**config.mk**
```make
export PLATFORM = sky130hd
export DESIGN_NAME = reset_req_pulser_flat
export DESIGN_NICKNAME = d
export VERILOG_FILES = /design/src/rtl/reset_req_pulser_pkg.sv /design/src/rtl/reset_req_pulser_if.sv /design/src/rtl/reset_req_edge_sync.sv /design/src/rtl/reset_req_pulser.sv /design/src/flat_wrapper.sv
export SDC_FILE = /design/constraint.sdc
export NUM_CORES = 1
export LEC_CHECK = 0
export ABC_CLOCK_PERIOD_IN_PS = 2280
export BUFFER_PORTS_ARGS = -buffer_cell sky130_fd_sc_hd__buf_2
export CAP_MARGIN = 20
export CORE_MARGIN = 10
export CORE_UTILIZATION = 50
export DETAILED_ROUTE_END_ITERATION = 7
export PLACE_DENSITY = 0.76
export SLEW_MARGIN = 15
export SYNTH_ARGS = -nofsm -noshare
export SYNTH_HDL_FRONTEND = slang
export SYNTH_HIERARCHICAL = 1
export SYNTH_SLANG_ARGS = --single-unit
```
**constraint.sdc**
```tcl
create_clock -name piul1Clock -period 2.28 [get_ports piul1Clock]
set_clock_uncertainty 0.05 [all_clocks]
set_input_delay 0.114 -clock piul1Clock [delete_from_list [all_inputs] [get_ports piul1Clock]]
set_output_delay 0.114 -clock piul1Clock [all_outputs]
set_load 0.01 [all_outputs]
```
**src/rtl/reset_req_pulser_pkg.sv**
```systemverilog
// rtl/reset_req_pulser_pkg.sv - shared FSM state, channel limit and stats width for the reset pulser
package reset_req_pulser_pkg;

  localparam int MAX_CH  = 8;
  localparam int STATS_W = 8;

  typedef enum logic [1:0] {
    ST_IDLE  = 2'd0,
    ST_PULSE = 2'd1,
    ST_GAP   = 2'd2
  } state_e;

  // Isolates the lowest set bit, i.e. the highest-priority request.
  function automatic logic [MAX_CH-1:0] lowest_one(input logic [MAX_CH-1:0] v);
    return v & (~v + MAX_CH'(1));
  endfunction

endpackage

```
**src/rtl/reset_req_pulser_if.sv**
```systemverilog
// rtl/reset_req_pulser_if.sv - request/pulse bundle for reset_req_pulser
// Optional poulCount member present when RESET_REQ_PULSER_STATS_EN is defined.
interface reset_req_pulser_if
  import reset_req_pulser_pkg::*;
#(
  parameter int NUM_CH = 3,
  parameter int CNT_W  = 6
);
  logic [NUM_CH-1:0]            piulReq;
  logic [NUM_CH-1:0][CNT_W-1:0] piulLen;
  logic                         piul1Enable;
  logic [NUM_CH-1:0]            poulPulse;
  logic                         poul1Busy;
  logic [NUM_CH-1:0]            poulDropped;
`ifdef RESET_REQ_PULSER_STATS_EN
  logic [NUM_CH-1:0][STATS_W-1:0] poulCount;
`endif

  modport master (
    output piulReq, piulLen, piul1Enable,
`ifdef RESET_REQ_PULSER_STATS_EN
    input  poulCount,
`endif
    input  poulPulse, poul1Busy, poulDropped
  );

  modport slave (
    input  piulReq, piulLen, piul1Enable,
`ifdef RESET_REQ_PULSER_STATS_EN
    output poulCount,
`endif
    output poulPulse, poul1Busy, poulDropped
  );

endinterface

```
**src/rtl/reset_req_edge_sync.sv**
```systemverilog
// rtl/reset_req_edge_sync.sv - one-channel synchroniser plus registered edge detector
module reset_req_edge_sync #(
  parameter bit RISE   = 1'b1,
  parameter int STAGES = 2
) (
  input  logic clk_i,
  input  logic rst_i,
  input  logic req_i,
  output logic edge_o
);

  // Idle level of the channel, so reset never manufactures an edge.
  localparam logic INACT = ~RISE;

  logic [STAGES-1:0] sync_q;
  logic              prev_q;
  logic              edge_q;
  logic              lvl;

  assign lvl = sync_q[STAGES-1];

  always_ff @(posedge clk_i) begin
    if (rst_i) begin
      sync_q <= {STAGES{INACT}};
      prev_q <= INACT;
      edge_q <= 1'b0;
    end else begin
      sync_q <= {sync_q[STAGES-2:0], req_i};
      prev_q <= lvl;
      edge_q <= RISE ? (lvl & ~prev_q) : (~lvl & prev_q);
    end
  end

  assign edge_o = edge_q;

endmodule

```
**src/rtl/reset_req_pulser.sv**
```systemverilog
// rtl/reset_req_pulser.sv - prioritised reset-request pulse generator
// Per-channel pulse counters added when RESET_REQ_PULSER_STATS_EN is defined.
module reset_req_pulser
  import reset_req_pulser_pkg::*;
#(
  parameter int                NUM_CH      = 3,
  parameter int                CNT_W       = 6,
  parameter logic [NUM_CH-1:0] EDGE_RISE   = '1,
  parameter int                IGNORE_BUSY = 1,
  parameter int                SYNC_STAGES = 2
) (
  input  logic               piul1Clock,
  input  logic               piul1Reset,
  reset_req_pulser_if.slave  bus
);

  state_e            state_q;
  logic [CNT_W-1:0]  cnt_q;
  logic [NUM_CH-1:0] edge_w, trig_q, pend_q, drop_q, act_q, pulse_q;
  logic              busy_q;

  logic [NUM_CH-1:0] req_all, win_idle, hi_trig, win_hi, pend_busy;
  logic [CNT_W-1:0]  len_sel, len_eff;
  logic              start;

  for (genvar g = 0; g < NUM_CH; g++) begin : g_ch
    reset_req_edge_sync #(
      .RISE   (EDGE_RISE[g]),
      .STAGES (SYNC_STAGES)
    ) u_sync (
      .clk_i  (piul1Clock),
      .rst_i  (piul1Reset),
      .req_i  (bus.piulReq[g]),
      .edge_o (edge_w[g])
    );
  end

  always_comb begin
    req_all  = pend_q | trig_q;
    win_idle = NUM_CH'(lowest_one(MAX_CH'(req_all)));
    // act_q is one-hot, so act_q-1 masks exactly the higher-priority channels.
    hi_trig  = trig_q & (act_q - NUM_CH'(1));
    win_hi   = NUM_CH'(lowest_one(MAX_CH'(hi_trig)));
    pend_busy = (IGNORE_BUSY != 0) ? pend_q : (pend_q | trig_q);
    len_sel  = '0;
    for (int i = 0; i < NUM_CH; i++) begin
      if (win_idle[i]) len_sel = bus.piulLen[i];
    end
    len_eff  = (len_sel == '0) ? CNT_W'(1) : len_sel;
    start    = (state_q != ST_PULSE) && (|req_all);
  end

  always_ff @(posedge piul1Clock) begin
    if (piul1Reset) begin
      state_q <= ST_IDLE;
      cnt_q   <= '0;
      trig_q  <= '0;
      pend_q  <= '0;
      drop_q  <= '0;
      act_q   <= '0;
      pulse_q <= '0;
      busy_q  <= 1'b0;
    end else begin
      trig_q <= edge_w & {NUM_CH{bus.piul1Enable}};
      case (state_q)
        ST_IDLE, ST_GAP: begin
          if (|req_all) begin
            state_q <= ST_PULSE;
            act_q   <= win_idle;
            pulse_q <= win_idle;
            cnt_q   <= len_eff;
            busy_q  <= 1'b1;
            if (IGNORE_BUSY != 0) begin
              pend_q <= pend_q & ~win_idle;
              drop_q <= drop_q | (trig_q & ~win_idle);
            end else begin
              pend_q <= req_all & ~win_idle;
            end
          end else begin
            state_q <= ST_IDLE;
            act_q   <= '0;
            pulse_q <= '0;
            busy_q  <= 1'b0;
          end
        end
        ST_PULSE: begin
          if (|hi_trig) begin
            // Preemption: the winner is always remembered, even when busy triggers are dropped.
            state_q <= ST_GAP;
            act_q   <= '0;
            pulse_q <= '0;
            busy_q  <= 1'b1;
            if (IGNORE_BUSY != 0) begin
              pend_q <= pend_q | win_hi;
              drop_q <= drop_q | (trig_q & ~win_hi);
            end else begin
              pend_q <= pend_q | trig_q;
            end
          end else begin
            if (IGNORE_BUSY != 0) drop_q <= drop_q | trig_q;
            else                  pend_q <= pend_q | trig_q;
            if (cnt_q <= CNT_W'(1)) begin
              state_q <= ST_GAP;
              act_q   <= '0;
              pulse_q <= '0;
              busy_q  <= |pend_busy;
            end else begin
              cnt_q   <= cnt_q - CNT_W'(1);
            end
          end
        end
        default: begin
          state_q <= ST_IDLE;
          act_q   <= '0;
          pulse_q <= '0;
          busy_q  <= 1'b0;
        end
      endcase
    end
  end

  assign bus.poulPulse   = pulse_q;
  assign bus.poul1Busy   = busy_q;
  assign bus.poulDropped = drop_q;

`ifdef RESET_REQ_PULSER_STATS_EN
  logic [NUM_CH-1:0][STATS_W-1:0] count_q;

  always_ff @(posedge piul1Clock) begin
    if (piul1Reset) begin
      count_q <= '0;
    end else begin
      for (int i = 0; i < NUM_CH; i++) begin
        if (start && win_idle[i] && (count_q[i] != '1)) count_q[i] <= count_q[i] + STATS_W'(1);
      end
    end
  end

  assign bus.poulCount = count_q;
`else
  logic unused_start;
  assign unused_start = start;
`endif

endmodule
```
**src/flat_wrapper.sv**
```systemverilog
// flat-port wrapper written by rule: the top's interface ports become plain ports
module reset_req_pulser_flat import reset_req_pulser_pkg::*;
#(
  parameter int                NUM_CH      = 3,
  parameter int                CNT_W       = 6,
  parameter logic [NUM_CH-1:0] EDGE_RISE   = '1,
  parameter int                IGNORE_BUSY = 1,
  parameter int                SYNC_STAGES = 2
)
  (piul1Clock, piul1Reset, bus_piulReq, bus_piulLen, bus_piul1Enable, bus_poulPulse, bus_poul1Busy, bus_poulDropped);
  reset_req_pulser_if #(.NUM_CH(NUM_CH), .CNT_W(CNT_W)) bus_i ();
  input  logic piul1Clock;
  input  logic piul1Reset;
  input wire logic [$bits(bus_i.piulReq)-1:0] bus_piulReq;
  input wire logic [$bits(bus_i.piulLen)-1:0] bus_piulLen;
  input wire logic [$bits(bus_i.piul1Enable)-1:0] bus_piul1Enable;
  output wire logic [$bits(bus_i.poulPulse)-1:0] bus_poulPulse;
  output wire logic [$bits(bus_i.poul1Busy)-1:0] bus_poul1Busy;
  output wire logic [$bits(bus_i.poulDropped)-1:0] bus_poulDropped;
  assign bus_i.piulReq = bus_piulReq;
  assign bus_i.piulLen = bus_piulLen;
  assign bus_i.piul1Enable = bus_piul1Enable;
  assign bus_poulPulse = bus_i.poulPulse;
  assign bus_poul1Busy = bus_i.poul1Busy;
  assign bus_poulDropped = bus_i.poulDropped;
  reset_req_pulser #(.NUM_CH(NUM_CH), .CNT_W(CNT_W), .EDGE_RISE(EDGE_RISE), .IGNORE_BUSY(IGNORE_BUSY), .SYNC_STAGES(SYNC_STAGES)) u_core (.piul1Clock(piul1Clock), .piul1Reset(piul1Reset), .bus(bus_i));
endmodule
```
==> Word-level counts from Yosys, hierarchy flattened <==
Index checks and enable logic that the tools add are counted.
W data, S select, Z words.
{ "totals": {"out_inout_bits": 7, "wordCells": 86, "input_bits": 24, "reg_bits": 33} }
{ "op_classes": {"addsub": 4, "mux": 26, "bitwise": 22, "order_cmp": 1, "reduce_logical": 10, "eq_ne": 7} }
{ "op_table": {"columns": ["cell", "n"], "rows": [
  ["$mux W6", 7],
  ["$and A3 B3 Y3", 7],
  ["$mux W3", 7],
  ["$pmux W3 S2", 3],
  ["$or A3 B3 Y3", 5],
  ["$not A3 Y3", 4],
  ["$pmux W6 S2", 1],
  ["$reduce_or A3 Y1", 3],
  ["$add A3 B1 Y3 const B", 2],
  ["$le A6 B1 Y1 const B", 1],
  ["$logic_not A6 Y1", 1],
  ["$sub A6 B1 Y6 const B", 1],
  ["$mux W1", 4],
  ["$mux W2", 2],
  ["$ne A2 B1 Y1 const B", 2],
  ["$ne A2 B2 Y1 const B", 2],
  ["$pmux W2 S2", 1],
  ["$reduce_and A4 Y1", 1],
  ["$and A1 B1 Y1", 3],
  ["$ne A3 B1 Y1 const B", 1],
  ["$not A1 Y1", 3],
  ["$reduce_and A3 Y1", 1],
  ["$sub A3 B1 Y3 const B", 1],
  ["$eq A2 B1 Y1 const B", 1],
  ["other kinds (6)", 6]
]} }

==> Logic depth before layout (Yosys ltp) <==
{ "depth": {"ltp_word": 11, "depth_mapped": 8, "ltp_nobuf": 7} }

==> Cells and area by module <==
Netlist, hierarchy kept.
{ "by_module_without_submodules": {"columns": ["module", "seq_area_each_um2", "area_each_um2", "cells_each", "instances"], "rows": [
  ["reset_req_pulser", 420.4, 1158.6, 143, 1],
  ["reset_req_edge_sync", 80.1, 111.4, 8, 3]
]} }

==> Worst setup path before layout <==
No wires, ideal clock.
{ "synth_path": {"kind": "reg-to-reg", "start": "reg, netlist name u_core/bus.poulPulse[0]", "end": "reg u_core.cnt_q[0]", "t_required_ps": 2127, "arrival_ps": 1795, "path_stages_with_launch": 9, "path_buffers": 1, "setup_ps": 103, "slack_ps": 332, "period_less_slack_ps": 1948, "path_cell_list": "dfxtp_1 -> inv_1 -> ha_1 -> xor2_1 -> a22oi_1 -> and3_1 -> clkbuf_1 -> nor3_1 -> a2111oi_2"} }
{ "synth_lines": {"columns": ["element", "line", "source"], "rows": [
  ["to (signal assigned)", "reset_req_pulser.sv:71", "cnt_q <= len_eff;"],
  ["to (signal assigned)", "reset_req_pulser.sv:108", "cnt_q <= cnt_q - CNT_W'(1);"],
  ["to (decl)", "reset_req_pulser.sv:18", "logic [CNT_W-1:0] cnt_q;"]
]} }

==> metrics <==
drc violations 0; startpoint type of the worst setup path register; critical-path cell list inv_1 > ha_1 > xor2_1 > a22oi_1 > a31oi_1 > buf_4 > o21ai_0 > a21oi_1; Critical Path Fanout Max 9; Worst Setup EP u_core/cnt_q[4]; Crit. path cell count 8; reported leakage power about 0.68 nW; RSZ-0062 raised after global routing no; Seq/Total Area, Yosys 0.443; WL final ~3.7 mm; die area 5570 um2; height of the die about 75 um; CP Launch Point u_core/bus.poulPulse[0]; most frequent cells in the layout dfxtp_1, buf_2, nor2_1, a21oi_1, nor2b_1; Top Ports 31; Worst EP required between 2 and 2.5 ns; WL met3 between 400 and 500 um; fmax roughly 0.47 GHz; outcome finished, final reports clean; top_reg_cell synth dfxtp_1; largest net degree at the start of global routing 32; final setup fails 0; Mapped Cells 167; fin crit period around 2.1 ns; area taken by multi-input logic gates about 770 um2; Clk Latency, worst-skew pair 0.33 ns; commonest non-fill, non-tap cell in the layout dfxtp_1; Crit. End Element register; yosys synthesis warning count 6; Yosys top cell area share 0.443; total track usage 0.142; via count 1,396; Worst path top cell family by delay compound AO/OA/AOI/OAI gates; placed cell area approximately 1700 um2; fin nets 228; Critical R2R Launch u_core/bus.poulPulse[0]; CP max-delay cell dfxtp_1; # H-tree levels 2; diodes inserted 0; initial antenna violation count 0; FF-to-FF path depth 8; sequential cell area about 660 um2; routed length per instance 16.0 um; DR WL met2 1.65 mm; fin crit share 0.938; Bufs and invs on worst path 2; maxcap violations 0; filler cell count around 260; total CTS buffers 5; Worst slew margin 0.608; ys async rst share 0; Synth cell types between 40 and 50; drt pass-1 iters 4; Clock Sinks 33; Setup Buffers After CTS 0; Synth area leaders dfxtp_1, a21oi_1, nor2b_1; EDFF count, synth 0; root buffer cell clkbuf_4; Worst R2R Setup Slack ~0.14 ns; Initial Util 0.532; dominant cell type by area after synthesis dfxtp_1; die width 74.6 um; TritonCTS clock tree built; vias in the first global route 1,364; Worst VDD drop between 0.3 and 0.4 mV; Antenna Nets Post-Route 0; Area Overhead vs Synth 16.5%; clk buf depth 2; Synth Register Bits 33; final instance area 1740 um2; input/output buffers 30; top layer in use met4; Final Max Tran Viols 0; worst-margin pin slew slightly below 0.6 ns; Setup TNS Final 0 ns; Post-Route M1 WL about 1.6 mm; Placer Congestion about 0.85; Hold Violations, Final 0; Hold WC Path Type in2reg; pwr/cell area 562 nW/um2; Overflow after GRT 0; Worst Path Class, Setup reg2reg; clock-pin transition on the worst setup and hold timing paths 0.10 ns; Synth Area per Inst slightly below 9 um2; fraction of layout cells with a size suffix above 1 0.243; Post-DP HPWL between 2 and 3 mm; first-pass GRT wire length around 6.2 mm; DR vias/cell ~6.0; CORE AREA approximately 2800 um2; Syn Nets around 190; standard-cell rows 19; Hold WS around 0.15 ns; CP max stage delay approximately 0.42 ns; Cell Area, Synth 1490 um2; CP Data Arrival Time between 2 and 2.5 ns; DR iter-0 viols ~160; Reg-to-Reg End u_core/cnt_q[4]; total power ~0.98 mW
[cell type report]
cell class | count | area share
clock buffers | 5 | 0.0216
clock inverters | 3 | 0.0101
inverters | 8 | 0.0173
multi-input cells | 119 | 0.441
flip-flops and latches | 33 | 0.380
well taps | 31 | 0.0223
repair buffers | 34 | 0.108
[worst min path at each step]
stage	start	slack (ns)	end	cells past startpoint
2_1_floorplan	piul1Reset	0.13	u_core/g_ch[0].u_sync/edge_o	1
3_3_place_gp	bus_piulReq[2]	0.28	u_core/g_ch[2].u_sync/sync_q[0]	2
3_5_place_dp	bus_piulReq[0]	0.28	u_core/g_ch[0].u_sync/sync_q[0]	2
4_1_cts	bus_piul1Enable	0.14	u_core/trig_q[1]	3
5_1_grt	bus_piul1Enable	0.14	u_core/trig_q[1]	3
6_report	bus_piul1Enable	0.15	u_core/trig_q[1]	3
[report_power, final]
group	internal [mW]	leakage [nW]	switching [mW]
Sequential	0.587	0.268	0.00600
Clock	0.116	0.0310	0.200
Combinational	0.0331	0.383	0.0361
Total	0.736	0.681	0.242
[cell families after synthesis]
family / synth area share
adder cells (fa/ha/maj): 0.0251
XOR/XNOR: 0.00587
flip-flops: 0.443
multiplexers: 0.00671
AND/OR/NAND/NOR: 0.229
buffers and inverters: 0.0444
AO/OA/AOI/OAI: 0.246
[stage by stage]
| step | setup WS, ns | util | cells |
|---|---|---|---|
| floorplan | 0.332 | - | 167 |
| global placement | 0.223 | 0.589 | 222 |
| detailed placement | 0.203 | 0.589 | 222 |
| CTS | 0.164 | 0.620 | 233 |
| global route | 0.0101 | 0.620 | 233 |
| finish | 0.142 | 0.620 | 233 |
[metal layers]
metal / GRT usage / up-vias
li1: - / 675
met1: 0.161 / 645
met5: 0 / -
met2: 0.232 / 69
met4: 0.0672 / 0
met3: 0.0539 / 7
[worst register-to-register path, delay by kind of cell, from the launching register on]
family	cells	cell delay (ns)
buf+inv	2	0.30
flops	1	0.42
compound gates	4	0.77
fa+ha+maj	1	0.21
xor+xnor	1	0.32
[timing repair]
action | 4_1_cts | 5_1_grt
hold endpoints to repair | 3 | 0
hold buffers | 3 | 0
setup endpoints to repair | 0 | 1
resized for setup | 0 | 1
[sequential cells by signal, indices dropped and copies added (netlist names)]
name and cells:
u_core/state_q 2, u_core/bus.poul1Busy 1, u_core/bus.poulDropped 3, u_core/trig_q 3
u_core/bus.poulPulse 3, u_core/cnt_q 6, u_core/g_ch.u_sync/edge_o 3, u_core/g_ch.u_sync/prev_q 3
u_core/pend_busy 3, u_core/g_ch.u_sync/sync_q 6
[cells in the mapped netlist (3+ instances only)]
cell / count
inv_1: 8
o21ai_0: 9
clkbuf_1: 4
nor2b_1: 12
a222oi_1: 3
nor3b_2: 3
nand2_1: 6
a31oi_1: 6
a211o_1: 4
dfxtp_1: 33
nor2_1: 17
nor3_1: 3
a21oi_1: 16
and2_1: 4
ha_1: 3
a22oi_1: 3
(Power assumes the default switching activity.)
